File: src/rtl/isa_types_pkg.sv
// Shared hart types: access widths, memory map and the control bundle driven into the memory block.
package isa_types;
    localparam int XLEN = 32;

    localparam logic [XLEN-1:0] RAM_START           = 32'h0000_0800;
    localparam logic [XLEN-1:0] INPUT_PERIPH_START  = 32'h0000_1000;
    localparam logic [XLEN-1:0] OUTPUT_PERIPH_START = 32'h0000_1800;
    localparam logic [XLEN-1:0] MEM_END             = 32'h0000_2000;

    typedef enum logic [1:0] {
        acc_byte = 2'd0,
        acc_half = 2'd1,
        acc_word = 2'd2
    } access_width_t;

    typedef enum logic [1:0] {
        write_byte     = 2'd0,
        write_halfword = 2'd1,
        write_word     = 2'd2
    } write_width_t;

    typedef struct packed {
        logic [XLEN-1:0] addr;
        logic            wenable;
        write_width_t    wwidth;
        logic [XLEN-1:0] wdata;
    } mem_control_t;

    typedef enum logic [1:0] {IDLE, WRITE, READ_WAIT, RESP} lsu_state_t;

    function automatic write_width_t to_write_width(input access_width_t width);
        write_width_t ww;
        case (width)
            acc_byte: ww = write_byte;
            acc_half: ww = write_halfword;
            default:  ww = write_word;
        endcase
        return ww;
    endfunction

    // Stores may not touch ROM; loads may not read the write-only output peripherals.
    function automatic logic access_fault(input logic [XLEN-1:0] addr, input access_width_t width,
                                          input logic write);
        logic misaligned;
        misaligned = (width == acc_half && addr[0]) || (width == acc_word && addr[1:0] != 2'b00);
        return misaligned || (addr >= MEM_END) || (write && addr < RAM_START) ||
               (!write && addr >= OUTPUT_PERIPH_START);
    endfunction
endpackage

File: src/rtl/load_store_unit_if.sv
// Execute-stage request/response handshake plus the memory-block bus, as seen by the load/store unit.
interface load_store_unit_if;
    import isa_types::*;

    logic            req_valid;
    logic            req_ready;
    logic            req_write;
    access_width_t   req_width;
    logic            req_unsigned;
    logic [XLEN-1:0] req_addr;
    logic [XLEN-1:0] req_wdata;
    logic            resp_valid;
    logic [XLEN-1:0] resp_rdata;
    logic            resp_fault;
    mem_control_t    mem_ctrl;
    logic [XLEN-1:0] mem_rdata;

    // Environment side: requester and memory block together.
    modport master (
        output req_valid, req_write, req_width, req_unsigned, req_addr, req_wdata, mem_rdata,
        input  req_ready, resp_valid, resp_rdata, resp_fault, mem_ctrl
    );

    modport slave (
        input  req_valid, req_write, req_width, req_unsigned, req_addr, req_wdata, mem_rdata,
        output req_ready, resp_valid, resp_rdata, resp_fault, mem_ctrl
    );
endinterface

File: src/rtl/load_extend.sv
// Combinational width selection and sign/zero extension of captured load data.
module load_extend
    import isa_types::*;
(
    input  logic [XLEN-1:0] data,
    input  access_width_t   width,
    input  logic            is_unsigned,
    output logic [XLEN-1:0] result
);
    always_comb begin
        result = data;
        case (width)
            acc_byte: result = {{(XLEN-8){data[7] & ~is_unsigned}}, data[7:0]};
            acc_half: result = {{(XLEN-16){data[15] & ~is_unsigned}}, data[15:0]};
            default:  result = data;
        endcase
    end
endmodule

File: src/rtl/load_store_unit.sv
// Single-outstanding load/store sequencer: checks the request, drives the memory bus and returns
// a one-cycle response pulse with extended load data or a fault flag.
module load_store_unit
    import isa_types::*;
#(
    parameter int READ_LATENCY = 1  // 1..4
) (
    input  logic             clock,
    input  logic             reset,
    load_store_unit_if.slave bus
);
    localparam logic [1:0] CNT_INIT = 2'(READ_LATENCY - 1);

    lsu_state_t      state, state_d;
    logic [1:0]      cnt, cnt_d;
    access_width_t   width, width_d;
    logic            is_unsigned, is_unsigned_d;
    logic            req_ready, req_ready_d;
    logic            resp_valid, resp_valid_d;
    logic [XLEN-1:0] resp_rdata, resp_rdata_d;
    logic            resp_fault, resp_fault_d;
    mem_control_t    mem_ctrl, mem_ctrl_d;
    logic [XLEN-1:0] ext_data;

    load_extend u_extend (
        .data        (bus.mem_rdata),
        .width       (width),
        .is_unsigned (is_unsigned),
        .result      (ext_data)
    );

    always_comb begin
        state_d       = state;
        cnt_d         = cnt;
        width_d       = width;
        is_unsigned_d = is_unsigned;
        req_ready_d   = req_ready;
        resp_valid_d  = resp_valid;
        resp_rdata_d  = resp_rdata;
        resp_fault_d  = resp_fault;
        mem_ctrl_d    = mem_ctrl;
        case (state)
            IDLE: if (bus.req_valid && req_ready) begin
                width_d       = bus.req_width;
                is_unsigned_d = bus.req_unsigned;
                mem_ctrl_d.addr = bus.req_addr;
                req_ready_d   = 1'b0;
                if (access_fault(bus.req_addr, bus.req_width, bus.req_write)) begin
                    state_d      = RESP;
                    resp_valid_d = 1'b1;
                    resp_fault_d = 1'b1;
                end else if (bus.req_write) begin
                    state_d            = WRITE;
                    mem_ctrl_d.wenable = 1'b1;
                    mem_ctrl_d.wwidth  = to_write_width(bus.req_width);
                    mem_ctrl_d.wdata   = bus.req_wdata;
                end else begin
                    state_d = READ_WAIT;
                    cnt_d   = CNT_INIT;
                end
            end
            // Memory commits on the edge that leaves this state.
            WRITE: begin
                state_d            = RESP;
                mem_ctrl_d.wenable = 1'b0;
                resp_valid_d       = 1'b1;
            end
            READ_WAIT: begin
                if (cnt == 2'd0) begin
                    state_d      = RESP;
                    resp_valid_d = 1'b1;
                    resp_rdata_d = ext_data;
                end else begin
                    cnt_d = cnt - 2'd1;
                end
            end
            RESP: begin
                state_d      = IDLE;
                resp_valid_d = 1'b0;
                resp_rdata_d = '0;
                resp_fault_d = 1'b0;
                req_ready_d  = 1'b1;
            end
            default: state_d = IDLE;
        endcase
    end

    always_ff @(posedge clock) begin
        if (reset) begin
            state       <= IDLE;
            cnt         <= '0;
            width       <= acc_word;
            is_unsigned <= 1'b0;
            req_ready   <= 1'b1;
            resp_valid  <= 1'b0;
            resp_rdata  <= '0;
            resp_fault  <= 1'b0;
            mem_ctrl    <= '{addr: '0, wenable: 1'b0, wwidth: write_word, wdata: '0};
        end else begin
            state       <= state_d;
            cnt         <= cnt_d;
            width       <= width_d;
            is_unsigned <= is_unsigned_d;
            req_ready   <= req_ready_d;
            resp_valid  <= resp_valid_d;
            resp_rdata  <= resp_rdata_d;
            resp_fault  <= resp_fault_d;
            mem_ctrl    <= mem_ctrl_d;
        end
    end

    assign bus.req_ready  = req_ready;
    assign bus.resp_valid = resp_valid;
    assign bus.resp_rdata = resp_rdata;
    assign bus.resp_fault = resp_fault;
    assign bus.mem_ctrl   = mem_ctrl;
endmodule

File: src/flat_wrapper.sv
// flat-port wrapper written by rule: the top's interface ports become plain ports
module load_store_unit_flat import isa_types::*;
#(
    parameter int READ_LATENCY = 1         
)
  (clock, reset, bus_req_valid, bus_req_write, bus_req_width, bus_req_unsigned, bus_req_addr, bus_req_wdata, bus_mem_rdata, bus_req_ready, bus_resp_valid, bus_resp_rdata, bus_resp_fault, bus_mem_ctrl);
  load_store_unit_if bus_i ();
  input  logic clock;
  input  logic reset;
  input wire logic [$bits(bus_i.req_valid)-1:0] bus_req_valid;
  input wire logic [$bits(bus_i.req_write)-1:0] bus_req_write;
  input wire logic [$bits(bus_i.req_width)-1:0] bus_req_width;
  input wire logic [$bits(bus_i.req_unsigned)-1:0] bus_req_unsigned;
  input wire logic [$bits(bus_i.req_addr)-1:0] bus_req_addr;
  input wire logic [$bits(bus_i.req_wdata)-1:0] bus_req_wdata;
  input wire logic [$bits(bus_i.mem_rdata)-1:0] bus_mem_rdata;
  output wire logic [$bits(bus_i.req_ready)-1:0] bus_req_ready;
  output wire logic [$bits(bus_i.resp_valid)-1:0] bus_resp_valid;
  output wire logic [$bits(bus_i.resp_rdata)-1:0] bus_resp_rdata;
  output wire logic [$bits(bus_i.resp_fault)-1:0] bus_resp_fault;
  output wire logic [$bits(bus_i.mem_ctrl)-1:0] bus_mem_ctrl;
  assign bus_i.req_valid = bus_req_valid;
  assign bus_i.req_write = bus_req_write;
  assign bus_i.req_width = bus_req_width;
  assign bus_i.req_unsigned = bus_req_unsigned;
  assign bus_i.req_addr = bus_req_addr;
  assign bus_i.req_wdata = bus_req_wdata;
  assign bus_i.mem_rdata = bus_mem_rdata;
  assign bus_req_ready = bus_i.req_ready;
  assign bus_resp_valid = bus_i.resp_valid;
  assign bus_resp_rdata = bus_i.resp_rdata;
  assign bus_resp_fault = bus_i.resp_fault;
  assign bus_mem_ctrl = bus_i.mem_ctrl;
  load_store_unit #(.READ_LATENCY(READ_LATENCY)) u_core (.clock(clock), .reset(reset), .bus(bus_i));
endmodule
File: config.mk
export PLATFORM = sky130hd
export DESIGN_NAME = load_store_unit_flat
export DESIGN_NICKNAME = d
export VERILOG_FILES = /design/src/rtl/isa_types_pkg.sv /design/src/rtl/load_store_unit_if.sv /design/src/rtl/load_extend.sv /design/src/rtl/load_store_unit.sv /design/src/flat_wrapper.sv
export SDC_FILE = /design/constraint.sdc
export NUM_CORES = 1
export LEC_CHECK = 0
export ABC_AREA = 0
export CORE_UTILIZATION = 30
export CTS_CLUSTER_DIAMETER = 100
export DETAILED_ROUTE_END_ITERATION = 8
export SETUP_SLACK_MARGIN = 0.3
export SLEW_MARGIN = 20
export SYNTH_ARGS = -nofsm -noshare
export SYNTH_HDL_FRONTEND = slang
export SYNTH_SLANG_ARGS = --single-unit
File: constraint.sdc
create_clock -name clock -period 4.85 [get_ports clock]
set_input_delay 0.7275 -clock clock [delete_from_list [all_inputs] [get_ports clock]]
set_output_delay 0.7275 -clock clock [all_outputs]
set_load 0.02 [all_outputs]
* Word-level counts from Yosys, hierarchy flattened
Cells that the tools add are included.
Cells by class: shift-type cells 0, magnitude comparators 3, mux-type cells 25, add/subtract/negate cells 1, $mul 0, equality and inequality tests 13, reduce and logical (&&, ||, !) cells 28, div/mod/pow operators 0, bitwise logic cells 4
Operators with widths (count):
- $pmux 32 s2 | 2
- $mux 35 | 3
- $ge 32x13->1 const B | 1
- $ge 32x14->1 const B | 1
- $lt 32x12->1 const B | 1
- $mux 32 | 1
- $mux 2 | 8
- $reduce_bool 2->1 | 5
- $logic_not 2->1 | 4
- $ne 2x2->1 const B | 4
- $pmux 2 s2 | 2
- $pmux 2 s4 | 1
- $reduce_and 2->1 | 4
- $reduce_and 4->1 | 2
- $eq 2x1->1 const B | 3
- $eq 2x2->1 const B | 3
- $ne 2x1->1 const B | 3
- $pmux 1 s2 | 3
- $reduce_and 3->1 | 2
- $logic_and 1x1->1 | 5
- $reduce_and 5->1 | 1
- $logic_or 1x1->1 | 4
- $mux 1 | 4
- $pmux 1 s4 | 1
- 4 further kinds | 6
Word-level totals: flip-flop bits (word level) 109, bits in writable memories 0, bits in latches 0, bits of input ports 103, bits in read-only memories 0, memories kept 0

* Longest topological paths before layout
depth after elaboration 9, gate-level depth with buffers 10, depth with buffers taken out 7

* Hierarchy
Synthesis repeated with hierarchy kept, for this count alone.
Second synthesis, totals: cell total of the unflattened synthesis 547, area total of the unflattened synthesis 4342.9 um^2
Modules (own cells, without submodules):
- load_store_unit | seq. area each 2182.1 um^2, times used 1, cells each 480, area an instance 3987.6 um^2
- load_extend | seq. area each 0.0 um^2, times used 1, cells each 67, area an instance 355.3 um^2

* Worst setup path after synthesis
No wires, ideal clock.
path type input to register, from in bus_req_addr[13], to reg, netlist name u_core.bus.mem_ctrl[13], path buffers 2, setup time 0.132 ns, cell stages on the path 7, required time 4.718 ns, setup slack 2.478 ns, arrival 2.240 ns, path through or3_1 a221o_1 or4_1 buf_2 buf_6 nand2_1 a21oi_1
On the way: word-level cells in the longest chain between the ends 6, elaborated cells between the ends (all ways) 10
RTL lines:
- start: declaration | RTL line flat_wrapper.sv:14 | input wire logic [$bits(bus_i.req_addr)-1:0] bus_req_addr;
- $ge 32x14->1 / $lt 32x12->1 (equally long branches) | RTL line isa_types_pkg.sv:46 | return misaligned || (addr >= MEM_END) || (write && addr < RAM_START) ||
- $logic_or 1x1->1 / $logic_and 1x1->1 (equally long branches) | RTL line isa_types_pkg.sv:46
- $logic_or 1x1->1 | RTL line isa_types_pkg.sv:46
- $logic_or 1x1->1 * | RTL line isa_types_pkg.sv:46
- $not 1->1 (no source line) *
- $reduce_and 4->1 (no source line) *
Every way passes the cells marked *; elsewhere a longest branch is shown, timed or not. A chain may end at the register's enable or synchronous reset.

* Worst setup path in the final report
from in bus_req_addr[15], to reg, netlist name u_core.bus.mem_ctrl[0]
On the way: word-level cells in the longest chain between the ends 6, elaborated cells between the ends (all ways) 10
RTL lines (RTL line):
- $ge 32x14->1 / $lt 32x12->1 (equally long branches) | isa_types_pkg.sv:46
- $logic_or 1x1->1 / $logic_and 1x1->1 (equally long branches) | isa_types_pkg.sv:46
- $logic_or 1x1->1 | isa_types_pkg.sv:46
- $logic_or 1x1->1 * | isa_types_pkg.sv:46
- $not 1->1 (no source line) *
- $reduce_and 4->1 (no source line) *
Marks and branches as above.

==> summary.md <==
| Metric | Value |
|---|---|
| Status | `finished, final reports clean` |
| Post-DP HPWL | `just over 9000 um` |
| Total of max-cap violations | `0` |
| Post-Synthesis Cells | `about 530` |
| Share of cells above drive strength 1 | `between 3 and 4%` |
| Async S/R FF share, synth | `0%` |
| Netlist cell types | `45` |
| Multi-input logic area | `0.001891 mm^2` |
| Clock Latency Late Sink | `0.35 ns` |
| Ranking of synthesized cells by area | `dfxtp_1 (51%), nand2_1 (15%), a21oi_1 (11%)` |
| Lkg Pwr | `around 0.0024 uW` |
| I/O Pins | `205` |
| Worst setup SP type | `input port` |
| # DRC | `0` |
| Final Max Tran Viols | `0` |
| DP Cell Count | `~900` |
| Critical path arrival | `roughly 3.4 ns` |
| Number of setup buffers added after CTS | `0` |
| Setup TNS | `0 ns` |
| Final Setup Violations | `0` |
| Synth Warn # | `0` |
| Crit-path slowest cell | `or4_2` |
| Die Width | `around 120 um` |
| Cell taking the most area after synthesis | `dfxtp_1` |
| Die Y | `121.2 um` |
| Via-per-instance ratio | `between 4 and 5` |
| Critical path type | `in2reg` |
| First-pass GRT wire length | `20040 um` |
| Initial antenna violation count | `0` |
| Tcrit/Tclk final | `between 60% and 70%` |
| Ys flop type | `dfxtp_1` |
| GR peak layer | `met2` |
| Worst-path cell chain | `clkdlybuf4s50_1, nor4_1, nand4_1, or4_2, nand2_1, a21oi_1` |
| Clock skew | `~0.0077 ns` |
| Nets | `823` |
| Aggregate routed wire length | `approximately 13000 um` |
| Clock sink count | `around 110` |
| Top-area cell type share of the netlist area | `51.22%` |
| Mean Syn Cell Area | `7.978 um^2` |
| Critical path capture point type | `register` |
| Hold Fails Final Rpt | `0` |
| Routability congestion estimate | `0.7556` |
| Hold Path Class | `reg2reg` |
| Fmax | `316.6 MHz` |
| Max VDD drop | `0.1891 mV` |
| Pre-antenna DRT Iters | `4` |
| Final min period | `around 3.2 ns` |
| Register area | `between 0.002 and 0.0025 mm^2` |
| N_diodes | `0` |
| Cell Pwr Density | `453.4 mW/mm^2` |
| Port Buffers | `204` |
| Syn nets | `642` |
| Maximum clock path buffer count | `2` |
| Number of global-route vias before repair | `a little over 4000` |
| Most instantiated library cell after synthesis | `nand2_1` |
| Fillers | `1336` |
| Hold-fix buffer count after cts | `0` |
| Mapped Area | `approximately 0.0043 mm^2` |
| Reg clk slew, reported paths | `about 0.07 ns` |
| Number of synthesized flops with an enable pin | `0` |
| Overflow after GRT | `0` |
| Pin count of the biggest net entering global routing | `approximately 110` |
| Die area | `around 0.015 mm^2` |
| Rows | `43` |
| CTS tree | `done` |
| Routed vias | `roughly 4300` |
| CP max FO | `34` |
| Initial core utilization | `a little under a third` |
| Post-CTS Resized | `0` |
| GRT Total Usage | `between 15 and 20%` |
| Worst slew pin tran | `0.8561 ns` |
| Synthesis-stage register bit count | `109` |
| Core Footprint | `0.01388 mm^2` |
| Number of nets with antenna violations after routing | `0` |
| Wire length per cell | `~14 um` |
| Relative slew slack | `a little over two fifths` |
| Layout Cells excl Fill | `900` |
| Root buffer cell | `clkbuf_16` |
| Met1 Use GR | `20.43%` |
| Post-synthesis sequential area ratio | `51.22%` |
| Max incr delay on CP | `1.11 ns` |
| CP required | `5.04 ns` |
| Synth top cells by count | `nand2_1 (166), dfxtp_1 (109), a21oi_1 (94)` |
| CTS H-tree lvls | `3` |
| GR Util met3 | `5.122%` |
| RSZ-0062 raised after global routing | `no` |
| Starting DRC count in detailed routing | `~180` |
| M2 GR Usage | `29.46%` |
| Area delta synth->final | `58.33%` |
| CTS Buf Count | `9` |
-- metal layers --
metal	wire, um	part of all wire [%]	up-vias
met1	5523	42	2008
li1	-	-	2162
met3	1077	8.3	17
met2	6173	47	159
met4	265	2.0	0
met5	0	0	-
-- state kept, by name, indices dropped and copies added, names as in the netlist --
register / flops
u_core.width: 2
u_core.bus.req_ready: 1
u_core.bus.mem_ctrl: 67
u_core.cnt: 2
u_core.bus.resp_rdata: 32
u_core.is_unsigned: 1
u_core.bus.resp_valid: 1
u_core.state: 2
u_core.bus.resp_fault: 1
-- cell usage in the layout, fill, tap and decap left out, types with 2 or more instances in the layout --
cell type	netlist	layout
clkdlybuf4s50_1	0	203
nand2_1	166	166
dfxtp_1	109	109
a21oi_1	94	94
o21ai_0	28	28
nor2_1	20	20
clkbuf_16	0	10
inv_1	8	8
nor3b_1	8	8
a22oi_1	8	8
nor4_1	5	5
ha_1	5	5
nor2b_1	3	3
nand3_1	3	3
nand3b_1	3	3
buf_4	0	3
and3_1	2	2
a221oi_1	2	2
o41ai_1	2	2
o21bai_1	2	2
o31ai_1	2	2
o211ai_1	2	2
nor3_1	2	2
bufinv_16	0	2
clkbuf_8	0	2
clkinv_2	0	2
-- worst max-delay path, delay by kind of cell --
kind,cells,cell delay (ns)
buffers and inverters,1,0.42
and+or+nand+nor,4,2.11
AOI/OAI and AO/OA,1,0.07
-- report_power, final --
part           total (uW)  internal [uW]  leakage, uW  switching (uW)
sequential           1150           1050     0.000887            95.2
combinational        1110            501      0.00131             606
clock                 803            480     0.000163             324
total                3060           2030      0.00236            1030
-- stage by stage --
stage	setup slack, ns	instance area (um^2)	total power [uW]	hold slack, ns	utilization, %
after CTS	1.659	6716	3074	0.4517	48.39
after detailed placement	1.292	6390	2258	0.4443	46.03
after global placement	1.252	6389	2235	0.4377	46.02
after global routing	1.469	6745	3239	0.4693	48.59
after floorplan	2.478	4260	1763	0.4416	-
final	1.692	6745	3058	0.4514	48.59
-- cell type report --
class	count	share of cell area (%)
flip-flops and latches	109	32.35
repair buffers	208	31.00
multi-input cells	379	28.03
clock buffers	12	3.803
well taps	180	3.339
clock inverters	4	1.039
inverters	8	0.4452
-- logic make-up (layout without fill, tap and decap cells) --
group,count (synthesis),after routing,share of synthesized area [%]
buffers and inverters,46,232,4.728
AO/OA/AOI/OAI,148,148,19.21
AND/OR/NAND/NOR,223,223,22.64
adder cells (fa/ha/maj),5,5,1.468
multiplexers,3,3,0.7342
flip-flops,109,109,51.22
-- final timing paths --
check	start	to	slack, ns	cells after the start
worst max register to register	u_core.state[1]	u_core.bus.mem_ctrl[0]	1.82	8
worst max-delay path	bus_req_addr[15]	u_core.bus.mem_ctrl[0]	1.69	6
worst min-delay path	u_core.bus.resp_rdata[18]	u_core.bus.resp_rdata[18]	0.45	2
worst min register to register	u_core.bus.resp_rdata[18]	u_core.bus.resp_rdata[18]	0.45	2
(Power assumes the default switching activity.)
